**src/rtl/tile_sprite_fetch.sv**
```systemverilog
// Board-tile sprite source: fetches one procedurally defined sprite line per request
// and serialises it one pixel per accepted beat, optionally mirrored.
module tile_sprite_fetch #(
  parameter int LINE_W = 32,
  parameter int ROWS   = 16,
  parameter int TILE_W = 2,
  parameter int ROW_W  = $clog2(ROWS),
  parameter int COL_W  = $clog2(LINE_W)
) (
  input  logic              clk,
  input  logic              rst_n,
  input  logic              req_valid,
  output logic              req_ready,
  input  logic [TILE_W-1:0] req_tile,
  input  logic [ROW_W-1:0]  req_row,
  input  logic              req_mirror,
  output logic [LINE_W-1:0] line_data,
  output logic              pix_valid,
  input  logic              pix_ready,
  output logic              pix_data,
  output logic [COL_W-1:0]  pix_col,
  output logic              pix_last
);

  localparam int S = LINE_W / ROWS;

  typedef enum logic [1:0] {IDLE, FETCH, SHIFT} state_t;

  state_t            state, state_nx;
  logic [TILE_W-1:0] tile_q;
  logic [ROW_W-1:0]  row_q;
  logic              mir_q;
  logic [LINE_W-1:0] line_q, sreg, tbl_line, tbl_rev;
  logic [COL_W-1:0]  col;
  logic              beat, last_col;

  assign beat     = (state == SHIFT) && pix_ready;
  assign last_col = (col == COL_W'(LINE_W - 1));

  // Sprite table: column c lands on bit LINE_W-1-c so the leftmost pixel is the MSB.
  always_comb begin
    tbl_line = '0;
    if (int'(row_q) < ROWS) begin
      for (int c = 0; c < LINE_W; c++) begin
        case (int'(tile_q))
          1: tbl_line[LINE_W-1-c] = 1'b1;
          2: if ((c / S) == int'(row_q) || (c / S) == (ROWS - 1 - int'(row_q)))
               tbl_line[LINE_W-1-c] = 1'b1;
          3: if (int'(row_q) == 0 || int'(row_q) == ROWS - 1 || c == 0 || c == LINE_W - 1)
               tbl_line[LINE_W-1-c] = 1'b1;
          default: ;
        endcase
      end
    end
  end

  always_comb begin
    tbl_rev = '0;
    for (int i = 0; i < LINE_W; i++) tbl_rev[i] = tbl_line[LINE_W-1-i];
  end

  always_ff @(posedge clk or negedge rst_n) begin
    if (!rst_n) state <= IDLE;
    else        state <= state_nx;
  end

  always_comb begin
    state_nx  = state;
    req_ready = 1'b0;
    case (state)
      IDLE: begin
        req_ready = 1'b1;
        if (req_valid) state_nx = FETCH;
      end
      FETCH:   state_nx = SHIFT;
      SHIFT:   if (beat && last_col) state_nx = IDLE;
      default: state_nx = IDLE;
    endcase
  end

  always_ff @(posedge clk or negedge rst_n) begin
    if (!rst_n) begin
      tile_q <= '0;
      row_q  <= '0;
      mir_q  <= 1'b0;
      line_q <= '0;
      sreg   <= '0;
      col    <= '0;
    end else begin
      if (state == IDLE && req_valid) begin
        tile_q <= req_tile;
        row_q  <= req_row;
        mir_q  <= req_mirror;
      end
      if (state == FETCH) begin
        line_q <= tbl_line;
        sreg   <= mir_q ? tbl_rev : tbl_line;
        col    <= '0;
      end else if (beat) begin
        sreg <= sreg << 1;
        // wrap explicitly so non-power-of-two widths never leave the 0..LINE_W-1 range
        col  <= last_col ? '0 : col + COL_W'(1);
      end
    end
  end

  assign line_data = line_q;
  assign pix_valid = (state == SHIFT);
  assign pix_data  = pix_valid & sreg[LINE_W-1];
  assign pix_col   = col;
  assign pix_last  = pix_valid & last_col;

endmodule
```
**config.mk**
```make
export PLATFORM = sky130hd
export DESIGN_NAME = tile_sprite_fetch
export DESIGN_NICKNAME = d
export VERILOG_FILES = /design/src/rtl/tile_sprite_fetch.sv
export SDC_FILE = /design/constraint.sdc
export NUM_CORES = 1
export LEC_CHECK = 0
export ABC_AREA = 1
export CAP_MARGIN = 20
export CORE_ASPECT_RATIO = 1.5
export CORE_MARGIN = 4
export CORE_UTILIZATION = 40
export DETAILED_ROUTE_END_ITERATION = 8
export PLACE_DENSITY = 0.67
export SYNTH_ARGS = -nofsm -noshare
export SYNTH_HDL_FRONTEND = slang
export SYNTH_SLANG_ARGS = --single-unit
export TNS_END_PERCENT = 100
```
**constraint.sdc**
```tcl
create_clock -name clk -period 1.2 [get_ports clk]
set_input_delay 0.3 -clock clk [delete_from_list [all_inputs] [get_ports clk]]
set_output_delay 0.3 -clock clk [all_outputs]
set_load 0.01 [all_outputs]
```
==> impl_results.md <==
* Clk sinks at 54
* Drt via density at 5.55
* Mapped Avg Cell Area at 8.38 sq um
* Initial antenna violation count at 0
* Synth area leader: dfrtp_1
* Failing checks: negative setup slack
* PortBufs at 50
* Skew-Pair Late Insertion Delay at 320 ps
* Worst path required time at 900 ps
* Reg clk slew, reported paths at 90 ps
* Async set-reset flop share out of synthesis at 1.00
* Share of cells above drive strength 1 at 0.678
* Flops & latches, synth at 54
* Cell Rows at 35
* RSZ-0062 raised after global routing: true
* Worst Setup SP: pix_col[1]
* Slew HR at 0.793
* CP startpoint kind: flop
* H-tree depth at 2
* Max-slew violation count at 0
* Tmin final at 1760 ps
* Area Growth Syn to Fin at 94.3%
* DR vias at 2794
* CP Data Arrival Time at 1460 ps
* Fin. Hold Viols at 0
* Number of global-route vias before repair at 2703
* Pre-CTS setup slack at -563 ps
* VDD IR-drop max at 1620 uV
* Largest net degree at the start of global routing at 55
* Worst Setup Slack, final at -562 ps
* Reg2Reg Depth at 8
* Setup crit end kind: output port
* DR iter-0 viols at 170
* Pleak at 0.00227 uW
* Final Net Count at 441
* Setup TNS at -15380 ps
* Synth Net Count at 326
* Starting Density at 0.419
* Sequential share of the synthesized area at 0.515
* CP Cell Sequence: ha_2, nand2_2, nor2_2, ha_2, inv_2, nor2_2, buf_2
* Drt first pass iters at 4
* Number of flops mapped to enable cells by yosys at 0
* Synth Flop Type: dfrtp_1
* Ant diodes at 0
* Worst Setup Path Type: flop to output port
* GR Overflow Total at 0
* Fillers at 309
* CTS tree: built
* Pwr Density at 2980 nW/um^2
* Critical path's slowest cell: dfrtp_1
* Top-area cell type share of the netlist area at 0.515
* Most common cell in the netlist: nand2_1
* Inserted Clock Buffers at 5
* Synth top area cells: dfrtp_1 (52%), nand2_1 (9.6%), o21ai_0 (7.3%)
* First-pass GRT wire length at 13300 microns
* Max FO, Critical Path at 2
* Die H at 107 microns
* Maximum clock frequency at 567 MHz
* Crit-path max cell delay at 390 ps
* Worst slew pin tran at 310 ps
* Wire length per cell at 21.8 microns
* Maximum buffer depth of the clock tree at 2
* Most frequent cells after synthesis: nand2_1 (67), dfrtp_1 (54), nor2_1 (41)
* Yosys warns at 0
* ANT nets after route at 0
* HPWL reported at the end of detailed placement at 3750 microns
* Netlist Area Pre-Place at 2620 sq um
* Cells after Synth at 313
* Clk_skew at 14.2 ps
* Netlist cell types at 24
* GR Util All Layers at 0.221
* Max-cap violations at 0
* Outcome: finished, violations left
* Gpl congestion at 0.787
* Total wire length at 11000 microns
* IO Pins at 52
* Die width at 74.1 microns
* Root Driver: clkbuf_8
* Drt drc at 0
* Final setup fails at 82
* Tightest Hold Check Type: input port to async pin
* CORE AREA at 6260 sq um
* DIE AREA at 7940 sq um
* Worst flop-to-flop path startpoint: state[0]
* Fin crit share at 1.47
[report_power, final]
group	switching (uW)	internal (uW)	total, uW
clock	651	891	1540
combinational	4970	4950	9920
sequential	1020	2700	3730
total	6650	8550	15200
[logic make-up (layout without fill, tap and decap cells)]
group           after synthesis  after routing  share of synthesized area
simple gates                126            126                      0.201
compound gates               77             77                      0.150
buf+inv                      52            168                      0.117
xor+xnor                      2              2                    0.00668
flops                        54             54                      0.515
fa+ha+maj                     2              2                    0.00954
[metrics by stage]
stage / total power, uW / utilization / hold WS (ps) / std cells / instance area, sq um
6_report: 15200 / 0.814 / 493 / 503 / 5100
5_1_grt: 15900 / 0.814 / 546 / 503 / 5100
4_1_cts: 12500 / 0.722 / 489 / 490 / 4520
3_5_place_dp: 7760 / 0.516 / 321 / 430 / 3230
3_3_place_gp: 7630 / 0.516 / 314 / 430 / 3230
2_1_floorplan: 6040 / - / 4.41 / 313 / 2630
[layout by cell type, fill, tap and decap left out, types with 4 or more instances in the layout]
| cell | count |
|---|---|
| buf_12 | 8 |
| buf_8 | 4 |
| nand2_2 | 23 |
| nor2_2 | 10 |
| a21oi_1 | 5 |
| inv_1 | 8 |
| buf_16 | 8 |
| o21ai_1 | 11 |
| clkbuf_8 | 6 |
| dfrtp_1 | 50 |
| nand2_8 | 11 |
| nand2_1 | 33 |
| o21ai_4 | 7 |
| nor2_4 | 24 |
| nand3_4 | 4 |
| o21ai_2 | 19 |
| clkdlybuf4s50_1 | 8 |
| buf_4 | 31 |
| inv_2 | 7 |
| nand3_1 | 4 |
| nand2_4 | 9 |
| dfrtp_2 | 4 |
| buf_2 | 9 |
| nor2_1 | 8 |
| a21oi_2 | 23 |
| buf_6 | 71 |
| o21ai_0 | 7 |
[state kept, by name, summed over array words and instances, names as in the netlist]
name,flops
state,2
sreg,32
pix_col,5
tile_q,2
row_q,4
line_data,9
[worst paths after layout]
path / end / slack, ps
min in group clk: row_q[0] / 530
setup reg to reg: sreg[27] / -300
setup / recovery: pix_last / -560
hold reg to reg: sreg[0] / 540
max in group asynchronous: row_q[2] / 420
hold / removal: line_data[0] / 490
[layout make-up]
| type | count | area (sq um) | area share |
|---|---|---|---|
| Clock buffer | 6 | 82.6 | 0.0162 |
| Clock inverter | 2 | 60.1 | 0.0118 |
| Inverter | 18 | 101 | 0.0199 |
| Multi-Input combinational cell | 207 | 1750 | 0.344 |
| Sequential cell | 54 | 1360 | 0.266 |
| Tap cell | 74 | 92.6 | 0.0182 |
| Timing Repair Buffer | 141 | 1630 | 0.320 |
| Timing Repair inverter | 1 | 16.3 | 0.00319 |
[timing repair]
item | 4_1_cts | 5_1_grt
endpoints found under the setup margin | 88 | 89
endpoints found under the hold margin | 54 | 0
hold buffers | 1 | 0
gates resized for setup | 355 | 146
pin swaps | 32 | 40
cloned | 11 | 3
setup buffers | 42 | 27
[worst max-delay path: cells and delay by family, from the launching register on]
kind	cells	cell delay (ps)
adder cells (fa/ha/maj)	2	390
buffers and inverters	2	170
flip-flops	1	390
AND/OR/NAND/NOR	3	210
[layer usage]
metal | share of wire | track usage | vias to the layer above
li1 | - | - | 1234
met4 | 0.065 | 0.110 | 0
met5 | 0 | 0 | -
met3 | 0.050 | 0.0291 | 52
met2 | 0.55 | 0.416 | 134
met1 | 0.33 | 0.228 | 1374
No activity file was read; power rests on OpenSTA's default activity.
